--- src/rtl/smoldvi_timing_pkg.sv ---
// Shared definitions for the smoldvi video timing generator: axis state
// encoding, the default 640x480@60 timing set and counter sizing.
package smoldvi_timing_pkg;

    typedef enum logic [1:0] {
        ST_FRONT  = 2'd0,
        ST_SYNC   = 2'd1,
        ST_BACK   = 2'd2,
        ST_ACTIVE = 2'd3
    } axis_state_e;

    // Default 640x480@60 timing
    localparam int DEF_H_FRONT_PORCH = 16;
    localparam int DEF_H_SYNC_WIDTH  = 96;
    localparam int DEF_H_BACK_PORCH  = 48;
    localparam int DEF_H_ACTIVE      = 640;
    localparam int DEF_V_FRONT_PORCH = 10;
    localparam int DEF_V_SYNC_WIDTH  = 2;
    localparam int DEF_V_BACK_PORCH  = 33;
    localparam int DEF_V_ACTIVE      = 480;

    // Counter width for an axis: enough bits for the longest state, plus one
    function automatic int cnt_width(input int a, input int b, input int c, input int d);
        int m;
        m = a;
        if (b > m) m = b;
        if (c > m) m = c;
        if (d > m) m = d;
        return $clog2(m) + 1;
    endfunction

endpackage

--- src/rtl/smoldvi_timing_axis.sv ---
// One timing axis: a FRONT->SYNC->BACK->ACTIVE sequencer with a per-state
// counter. The next-state values are exported so the parent can register
// its output decode without adding latency relative to the axis state.
module smoldvi_timing_axis
    import smoldvi_timing_pkg::*;
#(
    parameter int FRONT  = 1,
    parameter int SYNC   = 1,
    parameter int BACK   = 1,
    parameter int ACTIVE = 1,
    parameter int CW     = cnt_width(FRONT, SYNC, BACK, ACTIVE)
) (
    input  logic          clk_pix,
    input  logic          rst_n_pix,
    input  logic          clr,
    input  logic          step,
    output logic          last_of_active,
    output axis_state_e   next_state,
    output logic [CW-1:0] next_cnt
);

    localparam logic [CW-1:0] LAST_FRONT  = CW'(FRONT - 1);
    localparam logic [CW-1:0] LAST_SYNC   = CW'(SYNC - 1);
    localparam logic [CW-1:0] LAST_BACK   = CW'(BACK - 1);
    localparam logic [CW-1:0] LAST_ACTIVE = CW'(ACTIVE - 1);

    axis_state_e   state_q, state_d;
    logic [CW-1:0] cnt_q, cnt_d;
    logic [CW-1:0] last_cnt_s;
    logic          state_end_s;

    // Terminal count of the current state and the end-of-active flag
    always_comb begin
        last_cnt_s = LAST_ACTIVE;
        case (state_q)
            ST_FRONT:  last_cnt_s = LAST_FRONT;
            ST_SYNC:   last_cnt_s = LAST_SYNC;
            ST_BACK:   last_cnt_s = LAST_BACK;
            ST_ACTIVE: last_cnt_s = LAST_ACTIVE;
            default:   last_cnt_s = LAST_ACTIVE;
        endcase
        state_end_s    = (cnt_q == last_cnt_s);
        last_of_active = (state_q == ST_ACTIVE) && state_end_s;
    end

    // Next state: clear to origin, otherwise count and advance on terminal count
    always_comb begin
        state_d = state_q;
        cnt_d   = cnt_q;
        if (clr) begin
            state_d = ST_FRONT;
            cnt_d   = {CW{1'b0}};
        end else if (step) begin
            if (state_end_s) begin
                cnt_d = {CW{1'b0}};
                case (state_q)
                    ST_FRONT:  state_d = ST_SYNC;
                    ST_SYNC:   state_d = ST_BACK;
                    ST_BACK:   state_d = ST_ACTIVE;
                    ST_ACTIVE: state_d = ST_FRONT;
                    default:   state_d = ST_FRONT;
                endcase
            end else begin
                cnt_d = cnt_q + CW'(1);
            end
        end else begin
            state_d = state_q;
            cnt_d   = cnt_q;
        end
    end

    // State and counter registers
    always_ff @(posedge clk_pix or negedge rst_n_pix) begin
        if (!rst_n_pix) begin
            state_q <= ST_FRONT;
            cnt_q   <= {CW{1'b0}};
        end else begin
            state_q <= state_d;
            cnt_q   <= cnt_d;
        end
    end

    assign next_state = state_d;
    assign next_cnt   = cnt_d;

endmodule

--- src/rtl/smoldvi_timing.sv ---
// DVI video timing generator. Two axis sequencers (horizontal in pixels,
// vertical in lines) drive flop-based hsync/vsync/den/rgb_rdy/sof/eol.
// Outputs are registered from the axes' next state, so in every cycle they
// decode exactly the current axis state.
module smoldvi_timing
    import smoldvi_timing_pkg::*;
#(
    parameter int   H_FRONT_PORCH = DEF_H_FRONT_PORCH,
    parameter int   H_SYNC_WIDTH  = DEF_H_SYNC_WIDTH,
    parameter int   H_BACK_PORCH  = DEF_H_BACK_PORCH,
    parameter int   H_ACTIVE      = DEF_H_ACTIVE,
    parameter int   V_FRONT_PORCH = DEF_V_FRONT_PORCH,
    parameter int   V_SYNC_WIDTH  = DEF_V_SYNC_WIDTH,
    parameter int   V_BACK_PORCH  = DEF_V_BACK_PORCH,
    parameter int   V_ACTIVE      = DEF_V_ACTIVE,
    parameter logic H_SYNC_POL    = 1'b0,
    parameter logic V_SYNC_POL    = 1'b0
) (
    input  logic clk_pix,
    input  logic rst_n_pix,
    input  logic en,
    output logic hsync,
    output logic vsync,
    output logic den,
    output logic rgb_rdy,
    output logic sof,
    output logic eol
);

    localparam int HW = cnt_width(H_FRONT_PORCH, H_SYNC_WIDTH, H_BACK_PORCH, H_ACTIVE);
    localparam int VW = cnt_width(V_FRONT_PORCH, V_SYNC_WIDTH, V_BACK_PORCH, V_ACTIVE);
    localparam logic [HW-1:0] H_LAST_ACT = HW'(H_ACTIVE - 1);

    axis_state_e h_next_state_s, v_next_state_s;
    logic [HW-1:0] h_next_cnt_s;
    logic [VW-1:0] v_next_cnt_s;
    logic h_eol_s;
    logic v_frame_end_unused_s;
    logic hsync_d, vsync_d, den_d, sof_d, eol_d;
    logic hsync_q, vsync_q, den_q, sof_q, eol_q;

    smoldvi_timing_axis #(
        .FRONT (H_FRONT_PORCH),
        .SYNC  (H_SYNC_WIDTH),
        .BACK  (H_BACK_PORCH),
        .ACTIVE(H_ACTIVE),
        .CW    (HW)
    ) u_h_axis (
        .clk_pix       (clk_pix),
        .rst_n_pix     (rst_n_pix),
        .clr           (~en),
        .step          (en),
        .last_of_active(h_eol_s),
        .next_state    (h_next_state_s),
        .next_cnt      (h_next_cnt_s)
    );

    // Vertical axis advances one line on each horizontal end-of-line
    smoldvi_timing_axis #(
        .FRONT (V_FRONT_PORCH),
        .SYNC  (V_SYNC_WIDTH),
        .BACK  (V_BACK_PORCH),
        .ACTIVE(V_ACTIVE),
        .CW    (VW)
    ) u_v_axis (
        .clk_pix       (clk_pix),
        .rst_n_pix     (rst_n_pix),
        .clr           (~en),
        .step          (h_eol_s & en),
        .last_of_active(v_frame_end_unused_s),
        .next_state    (v_next_state_s),
        .next_cnt      (v_next_cnt_s)
    );

    // Output decode of the state the axes enter at the coming edge
    always_comb begin
        hsync_d = (h_next_state_s == ST_SYNC) ? H_SYNC_POL : ~H_SYNC_POL;
        vsync_d = (v_next_state_s == ST_SYNC) ? V_SYNC_POL : ~V_SYNC_POL;
        den_d   = (h_next_state_s == ST_ACTIVE) && (v_next_state_s == ST_ACTIVE);
        sof_d   = den_d && (h_next_cnt_s == {HW{1'b0}}) && (v_next_cnt_s == {VW{1'b0}});
        eol_d   = den_d && (h_next_cnt_s == H_LAST_ACT);
    end

    // Output registers; reset values match the frame-origin decode
    always_ff @(posedge clk_pix or negedge rst_n_pix) begin
        if (!rst_n_pix) begin
            hsync_q <= ~H_SYNC_POL;
            vsync_q <= ~V_SYNC_POL;
            den_q   <= 1'b0;
            sof_q   <= 1'b0;
            eol_q   <= 1'b0;
        end else begin
            hsync_q <= hsync_d;
            vsync_q <= vsync_d;
            den_q   <= den_d;
            sof_q   <= sof_d;
            eol_q   <= eol_d;
        end
    end

    assign hsync   = hsync_q;
    assign vsync   = vsync_q;
    assign den     = den_q;
    assign rgb_rdy = den_q;
    assign sof     = sof_q;
    assign eol     = eol_q;

endmodule

--- config.mk ---
export PLATFORM = sky130hd
export DESIGN_NAME = smoldvi_timing
export DESIGN_NICKNAME = d
export VERILOG_FILES = /design/src/rtl/smoldvi_timing_pkg.sv /design/src/rtl/smoldvi_timing_axis.sv /design/src/rtl/smoldvi_timing.sv
export SDC_FILE = /design/constraint.sdc
export NUM_CORES = 1
export LEC_CHECK = 0
export CAP_MARGIN = 10
export CORE_UTILIZATION = 27
export CTS_CLUSTER_DIAMETER = 40
export DETAILED_ROUTE_END_ITERATION = 7
export PLACE_DENSITY = 0.54
export SLEW_MARGIN = 20
export SYNTH_ARGS = -nofsm -noshare
export SYNTH_HDL_FRONTEND = slang
export SYNTH_SLANG_ARGS = --single-unit
--- constraint.sdc ---
create_clock -name clk_pix -period 5.57 [get_ports clk_pix]
set_input_delay 1.671 -clock clk_pix [delete_from_list [all_inputs] [get_ports clk_pix]]
set_output_delay 1.671 -clock clk_pix [all_outputs]
set_load 0.05 [all_outputs]
==> results of run 1 <==
-- final cells by class --
type | count | area share [%]
multi-input cells | 170 | 50.4
clock buffers | 6 | 3.73
inverters | 9 | 1.53
repair buffers | 10 | 4.30
flip-flops and latches | 30 | 34.0
clock inverters | 2 | 0.566
well taps | 96 | 5.43
-- synthesized netlist by cell type, types with 3 or more instances --
cell type  count  area share [%]
buf_2          3            0.77
nor3_1         6             1.5
dfrtp_1       28              36
a211oi_1       3             1.2
or2_2          3            0.97
nor2_1        30             5.8
ha_1           8             5.2
o21ai_0        6             1.5
and3_1        11             3.5
a41o_1         4             2.1
nand2_1       14             2.7
xnor2_1       10             4.5
clkbuf_1       5            0.97
inv_1          8             1.5
nand3_1        8             2.1
a22oi_1        3             1.2
a21oi_1       11             2.8
xor2_1         6             2.7
and2_1         4             1.3
-- flip-flops by register name, indices dropped and copies added (netlist names) --
register,cells
vsync,1
sof,1
u_v_axis.state_q,2
u_h_axis.cnt_q,11
u_h_axis.state_q,2
hsync,1
eol,1
u_v_axis.cnt_q,10
den,1
-- power by group --
group	internal (uW)	switching, uW	total, uW
clock network	99.2	88.6	188
registers	221	2.97	224
logic	10.6	16.6	27.2
-- layer usage --
layer / track usage [%] / part of all wire (%)
met5: 0 / 0
met2: 20.9 / 47
met4: 5.45 / 1.6
met3: 2.86 / 3.9
met1: 17.6 / 48
-- final timing paths --
check / from / end / slack, ns / cells past startpoint
worst max-delay path: en / sof / 1.56 / 8
worst min-delay path: u_h_axis.cnt_q[0] / u_h_axis.cnt_q[0] / 0.52 / 1
worst max register to register: u_h_axis.state_q[0] / sof / 2.75 / 9
worst min register to register: u_h_axis.cnt_q[0] / u_h_axis.cnt_q[0] / 0.52 / 1
max in group asynchronous: rst_n_pix / vsync / 3.47 / 2
min in group asynchronous: rst_n_pix / sof / 1.77 / 2
-- logic make-up (layout without fill, tap and decap cells) --
| family | count (synthesis) | in the layout | synth area share (%) |
|---|---|---|---|
| buffers and inverters | 18 | 27 | 3.86 |
| AO/OA/AOI/OAI | 47 | 47 | 17.2 |
| AND/OR/NAND/NOR | 99 | 99 | 27.8 |
| adder cells (fa/ha/maj) | 8 | 8 | 5.15 |
| XOR/XNOR | 16 | 16 | 7.21 |
| flip-flops | 30 | 30 | 38.8 |
-- through the flow --
stage	hold WS, ns	setup slack [ns]	total power (uW)	util (%)
2_1_floorplan	0.461	2.40	245	-
3_5_place_dp	0.495	1.24	256	30.8
6_report	0.523	1.56	439	32.2
5_1_grt	0.565	1.36	461	32.2
4_1_cts	0.511	1.53	446	32.2
3_3_place_gp	0.498	1.34	255	30.8
==> results.cfg, run 1 <==
[synthesis]
avgSynthCellArea_um2 = 8.91
synth_fp_nets = 229
ys_warn_count = 0
synth_cell_type_count = 57
async_flop_share_pct = 100
synthFlopType = dfrtp_1
synth_edf_count = 0
syn_area_um2 = 1940
ys_ff_latch = 30
netlist_instances = 218
seq_area_frac_synth_pct = 38.8

[floorplanning]
initial_core_util_pct = 28.3
fp-row-count = 30
die_h_um = 86.8
io_pins = 9
fp.coreArea_um2 = 6870
dieArea_um2 = 7540
die_w_um = 86.8

[routing]
viasPerCell = 5.01
wire_per_inst_um = 13.8
routed_wl_um = 4460
ant_nets = 0
drt_iter0_markers = 122
firstDrtPassIters = 4
drc = 0
vias = 1618

[critical_path]
start_kind = input port
end_kind = flip-flop
cp_max_fo = 19
crit_type = input port to flip-flop
cp.required_ns = 5.76
crit_buf_inv = 3
crit_family = buffers and inverters
slowest_stage = or4b_4
path_cells = clkdlybuf4s50_1 -> buf_4 -> clkinv_1 -> nor3_4 -> o21ai_1 -> a32o_2 -> or4b_4 -> nor4_2
arrival_ns = 4.21
max_stage_delay_ns = 0.47

[timing]
timing.fmax_mhz = 249
fin_worst_skew_ns = 0.0101
worstMarginPinSlew_ns = 0.560
finalSetupViolCount = 0
slew_violations = 0
rsz0062_at_grt = no
finalHoldViolCount = 0
period_share_pct = 72.0
setup_tns_ns = 0
maxSlewHeadroom_pct = 62.3
fin_crit_ns = 4.01

[min_path]
hp-class = flip-flop to flip-flop

[global_route]
grt_pass1_vias = 1576
overflow = 0
antenna_found_initial = 0
grt_first_pass_wirelength_um = 7710
grtUsageTotal_pct = 13.3
grt_max_degree = 31

[clock_network]
htreeDepth = 2
cts.sinks = 30
hold_buffers = 0
cts_buffers = 5
clock_latency_ns = 0.29
root_buffer = clkbuf_8
clk_path_buf_depth = 2
post_cts_resized = 0
clk_pin_slew_worst_paths_ns = 0.07
cts_tree = yes
post-cts-setup-buffers = 0

[placement]
gp_congestion = 0.800
portBuffers = 8
dpl_cell_area_um2 = 2120
hpwl_um = 3220
place_inst = 315

[finish]
fin_nets = 237
seqCellArea_um2 = 753
multiInputGateArea_um2 = 1110
stdcell_area_um2 = 2210
drive_above_1_share_pct = 10.6
area_delta_synth_final_pct = 13.8
final_cell_mix = nor2_1, dfrtp_1, nand2_1
layout_commonest_cell = nor2_1
antenna_cells = 0
final_cells = 323
nFillCells = 706

[run_status]
outcome = completed

[power_and_ir_drop]
leakage_uw = 0.000947
ir_drop_uv = 69.5
power-per-cell-area_nw_per_um2 = 198

[job]
max_cap_viol_count = 0
(Power assumes the default switching activity.)
==> run 2, diff against run 1 <==
==> constraint.sdc (replaced) <==
create_clock -name clk_pix -period 4.05 [get_ports clk_pix]
set_input_delay 1.215 -clock clk_pix [delete_from_list [all_inputs] [get_ports clk_pix]]
set_output_delay 1.215 -clock clk_pix [all_outputs]
set_load 0.05 [all_outputs]
==> run 2 against run 1 <==
Worst setup slack worse by 0.43 ns. Global-route usage up 0.65 points. Worst hold slack worse by 0.0034 ns. Critical path depth down 1. Final cell count up 0.31%. First-iteration DRC count up 29%. Sequential share of layout area down 0.83 points. Combinational power up 43%. Register-to-register slack worse by 1.5 ns. Total power up 66%. Clock skew about the same. Clock-buffer cell count unchanged. Largest cell class unchanged. Largest power group is now clock.
==> results.cfg, run 2 (synthesis gave the netlist of run 1 again) <==
[placement]
portBuffers = 8
hpwl_um = 3300
gp_congestion = 0.823

[routing]
vias = 1637
wire_per_inst_um = 14.0
drt_iter0_markers = 157
firstDrtPassIters = 4
routed_wl_um = 4520
ant_nets = 0
viasPerCell = 5.05
drc = 0

[critical_path]
reg2regPathDepth = 9
cp.depth = 7
crit_buf_inv = 2
end_kind = flip-flop
crit_family = simple AND/OR/NAND/NOR gates
arrival_ns = 3.13
cp_max_fo = 5
max_stage_delay_ns = 0.48
crit_type = input port to flip-flop
reg2reg_to = sof
r2r-start = u_h_axis.state_q[0]
path_cells = clkdlybuf4s50_1 -> clkinv_1 -> nor3_4 -> o21ai_1 -> a32o_2 -> or4b_4 -> nor4_2
rrSetupSlack_ns = 1.23
slowest_stage = clkdlybuf4s50_1
cp.required_ns = 4.25
startpoint = en
start_kind = input port
endpoint = sof

[clock_network]
clock_latency_ns = 0.29
post-cts-setup-buffers = 0
clk_path_buf_depth = 2
hold_buffers = 0
clk_pin_slew_worst_paths_ns = 0.07
cts_tree = yes
root_buffer = clkbuf_8
htreeDepth = 2
cts_buffers = 5
cts.sinks = 30
post_cts_resized = 0

[power_and_ir_drop]
p_total_uw = 728
p_sw_uw = 147
leakage_uw = 0.000976
netSwitchingFraction_pct = 20.2
power_frac_comb_pct = 5.3
power-per-cell-area_nw_per_um2 = 321
clkPwrFrac_pct = 52.5
ir_drop_uv = 154
p_int_uw = 581
p_seq_share_pct = 42.2

[global_route]
use_met2_pct = 22.2
overflow = 0
grt_max_degree = 31
grt_pass1_vias = 1638
antenna_found_initial = 0
grt_first_pass_wirelength_um = 7960
use_met1_pct = 17.7
grtUsageTotal_pct = 13.9
grt-busiest-layer = met2
met3_usage_pct = 3.05

[finish]
top_register = u_h_axis.cnt_q
drive_above_1_share_pct = 11.0
area_delta_synth_final_pct = 16.7
antenna_cells = 0
fin_nets = 238
largest_registers = u_h_axis.cnt_q (11), u_v_axis.cnt_q (10)
layout_commonest_cell = nor2_1
largest_reg_flops = 11
final_cell_mix = nor2_1, dfrtp_1, nand2_1

[floorplanning]
fp-row-count = 30
die_w_um = 86.8
fp.coreArea_um2 = 6870
io_pins = 9
die_h_um = 86.8
initial_core_util_pct = 28.3
dieArea_um2 = 7540

[timing]
finalHoldViolCount = 0
fin_crit_ns = 2.93
setup_tns_ns = 0
rsz0062_at_grt = no
worstMarginPinSlew_ns = 0.697
finalSetupViolCount = 0
period_share_pct = 72.3
maxSlewHeadroom_pct = 52.9
fin_worst_skew_ns = 0.00989
slew_violations = 0
timing.fmax_mhz = 342

[min_path]
min_path_cells = 1
min_from = u_h_axis.cnt_q[0]
hp-class = flip-flop to flip-flop

[run_status]
outcome = completed

[job]
max_cap_viol_count = 0
run 2: area by class of cell:
type | count | area [um2]
Clock inverter | 2 | 60.1
Sequential cell | 30 | 753
Fill cell | 728 | 4600
Multi-Input combinational cell | 170 | 1110
Inverter | 9 | 33.8
Tap cell | 96 | 120
Timing Repair Buffer | 11 | 103
Clock buffer | 6 | 82.6
run 2: power by group through the flow:
stage | combinational, uW | sequential, uW | clock [uW]
floorplan | 24.3 | 312 | 0
global placement | 39.4 | 313 | 0
detailed placement | 40.1 | 313 | 0
CTS | 40.0 | 307 | 394
global route | 44.7 | 308 | 400
finish | 38.9 | 307 | 382
run 2: how the worst min path moves through the flow:
stage,to,slack (ns)
after floorplan,u_h_axis.cnt_q[0],0.46
after global placement,u_h_axis.cnt_q[0],0.52
after detailed placement,u_h_axis.cnt_q[0],0.50
after CTS,u_h_axis.cnt_q[0],0.52
after global routing,u_h_axis.cnt_q[0],0.56
final,u_h_axis.cnt_q[0],0.52
run 2: through the flow:
stage / setup WS (ns) / cell area (um2) / utilization [%] / hold WS [ns] / std cells
global route: 1.03 / 2270 / 33.0 / 0.564 / 324
floorplan: 1.33 / 1940 / - / 0.461 / 218
finish: 1.12 / 2270 / 33.0 / 0.519 / 324
detailed placement: 0.810 / 2120 / 30.9 / 0.502 / 316
global placement: 0.863 / 2120 / 30.9 / 0.515 / 316
CTS: 1.10 / 2270 / 33.0 / 0.520 / 324
run 2: layer usage:
layer	wire (um)	up-vias
li1	-	808
met1	2100	792
met2	2110	27
met3	189	10
met4	122	0
met5	0	-
==> run 3, diff against run 2 <==
==> constraint.sdc (replaced) <==
create_clock -name clk_pix -period 2.8 [get_ports clk_pix]
set_input_delay 0.84 -clock clk_pix [delete_from_list [all_inputs] [get_ports clk_pix]]
set_output_delay 0.84 -clock clk_pix [all_outputs]
set_load 0.05 [all_outputs]
==> run 3 against run 2 <==
Worst hold slack worse by 0.015 ns. Routed wire length is 2.2% higher. Sequential share of layout area is 0.75 points lower. Largest power group is now sequential cells.
==> results.cfg, run 3 (synthesis gave the netlist of run 1 again) <==
[run_status]
outcome = completed

[timing]
whs_ns = 0.504
fin_worst_skew_ns = 0.00866
finalSetupViolCount = 0
slew_violations = 0
worstMarginPinSlew_ns = 0.622
period_share_pct = 94.2
maxSlewHeadroom_pct = 58.0
fin_crit_ns = 2.64
finalHoldViolCount = 0
timing.fmax_mhz = 379

[clock_network]
clock_latency_ns = 0.29
root_buffer = clkbuf_8
hold_buffers = 0
clk_path_buf_depth = 2
cts_tree = yes
cts_buffers = 5
cts.sinks = 30
htreeDepth = 2
clk_pin_slew_worst_paths_ns = 0.06

[critical_path]
start_kind = flip-flop
crit_type = flip-flop to flip-flop
end_kind = flip-flop
rrSetupSlack_ns = 0.16
max_stage_delay_ns = 0.53
r2r-start = u_v_axis.state_q[0]
reg2reg_to = sof
slowest_stage = or4b_4
arrival_ns = 2.83
cp.required_ns = 2.99
reg2regPathDepth = 9
cp_max_fo = 7
path_cells = inv_1 -> ha_1 -> or3b_1 -> a211o_1 -> nor2_4 -> nor2_2 -> a31o_1 -> or4b_4 -> nor4_2

[routing]
wire_per_inst_um = 13.8
wl_met1_um = 2270
viasPerCell = 4.88
met2_length_um = 2140
wl_met3_um = 111
ant_nets = 0
drt_iter0_markers = 59
drc = 0
vias = 1638
routed_wl_um = 4620
highest_layer = met4
firstDrtPassIters = 4

[floorplanning]
dieArea_um2 = 7540
fp.coreArea_um2 = 6870
io_pins = 9
initial_core_util_pct = 28.3
die_h_um = 86.8
fp-row-count = 30
die_w_um = 86.8

[power_and_ir_drop]
ir_drop_uv = 137
leakage_uw = 0.00102
p_total_uw = 873
power-per-cell-area_nw_per_um2 = 376

[placement]
dpl_cell_area_um2 = 2200
gp_congestion = 0.876
portBuffers = 8
hpwl_um = 3450
place_inst = 326

[job]
max_cap_viol_count = 0

[min_path]
hold_end = u_h_axis.cnt_q[0]
min_path_cells = 1
hp-class = flip-flop to flip-flop
min_from = u_h_axis.cnt_q[0]

[global_route]
grtUsageTotal_pct = 14.3
overflow = 0
grt_max_degree = 31
grt_first_pass_wirelength_um = 8210
antenna_found_initial = 0
grt_pass1_vias = 1660

[finish]
top_register = u_h_axis.cnt_q
area_delta_synth_final_pct = 19.4
largest_reg_flops = 11
antenna_cells = 0
stdcell_area_um2 = 2320
final_cell_mix = nor2_1, dfrtp_1, buf_4
largest_registers = u_h_axis.cnt_q (11), u_v_axis.cnt_q (10)
layout_commonest_cell = nor2_1
fin_nets = 250
drive_above_1_share_pct = 16.3
utilization_pct = 33.8
final_cells = 336
run 3: changes by cell type in the layout (fill, tap and decap cells not counted):
cell / previous run / this run
buf_4: 3 / 15
bufinv_16: 2 / 0
a211oi_1: 3 / 2
a211oi_2: 0 / 1
clkinv_2: 0 / 1
clkinvlp_4: 0 / 1
o311ai_0: 2 / 1
o311ai_1: 0 / 1
o31ai_1: 1 / 0
o31ai_2: 0 / 1
run 3: per-layer routing:
| layer | vias to the layer above | GRT usage [%] |
|---|---|---|
| met4 | 0 | 5.91 |
| met3 | 9 | 3.14 |
| met1 | 776 | 18.9 |
| li1 | 834 | - |
| met2 | 19 | 22.4 |
| met5 | - | 0 |
run 3: power by group:
part	internal, uW	switching (uW)
sequential	439	5.73
combinational	22.9	34.0
clock	197	174
total	660	213
run 3: area by class of cell:
type                       count  area, um2
clock inverter                 2       12.5
fill                         731       4550
timing repair buffer          23        193
inverter                       9       33.8
clock buffer                   6       82.6
multi-input combinational    170       1120
tap                           96        120
sequential                    30        753
run 3: timing repair:
item	4_1_cts	5_1_grt
setup endpoints to repair	0	1
gates resized for setup	0	3
buffers inserted	0	2
endpoints found under the hold margin	0	0
run 3: worst max-delay path by stage:
stage	startpoint	endpoint	slack, ns
floorplan	u_v_axis.state_q[0]	sof	0.28
global placement	en	sof	0.02
detailed placement	en	sof	0.02
CTS	u_v_axis.state_q[0]	sof	0.07
global route	u_v_axis.state_q[0]	sof	-0.005
finish	u_v_axis.state_q[0]	sof	0.16
run 3: critical path: cells and delay by family (launching register included):
kind | cells | cell delay (ns)
AO/OA/AOI/OAI | 2 | 0.55
buffers and inverters | 1 | 0.09
adder cells (fa/ha/maj) | 1 | 0.22
AND/OR/NAND/NOR | 5 | 1.33
flip-flops | 1 | 0.35
run 3: stage by stage:
step / setup slack, ns / setup TNS [ns]
4_1_cts: 0.0655 / 0
3_5_place_dp: 0.0218 / 0
3_3_place_gp: 0.0154 / 0
6_report: 0.162 / 0
2_1_floorplan: 0.280 / 0
5_1_grt: -0.00506 / -0.00506
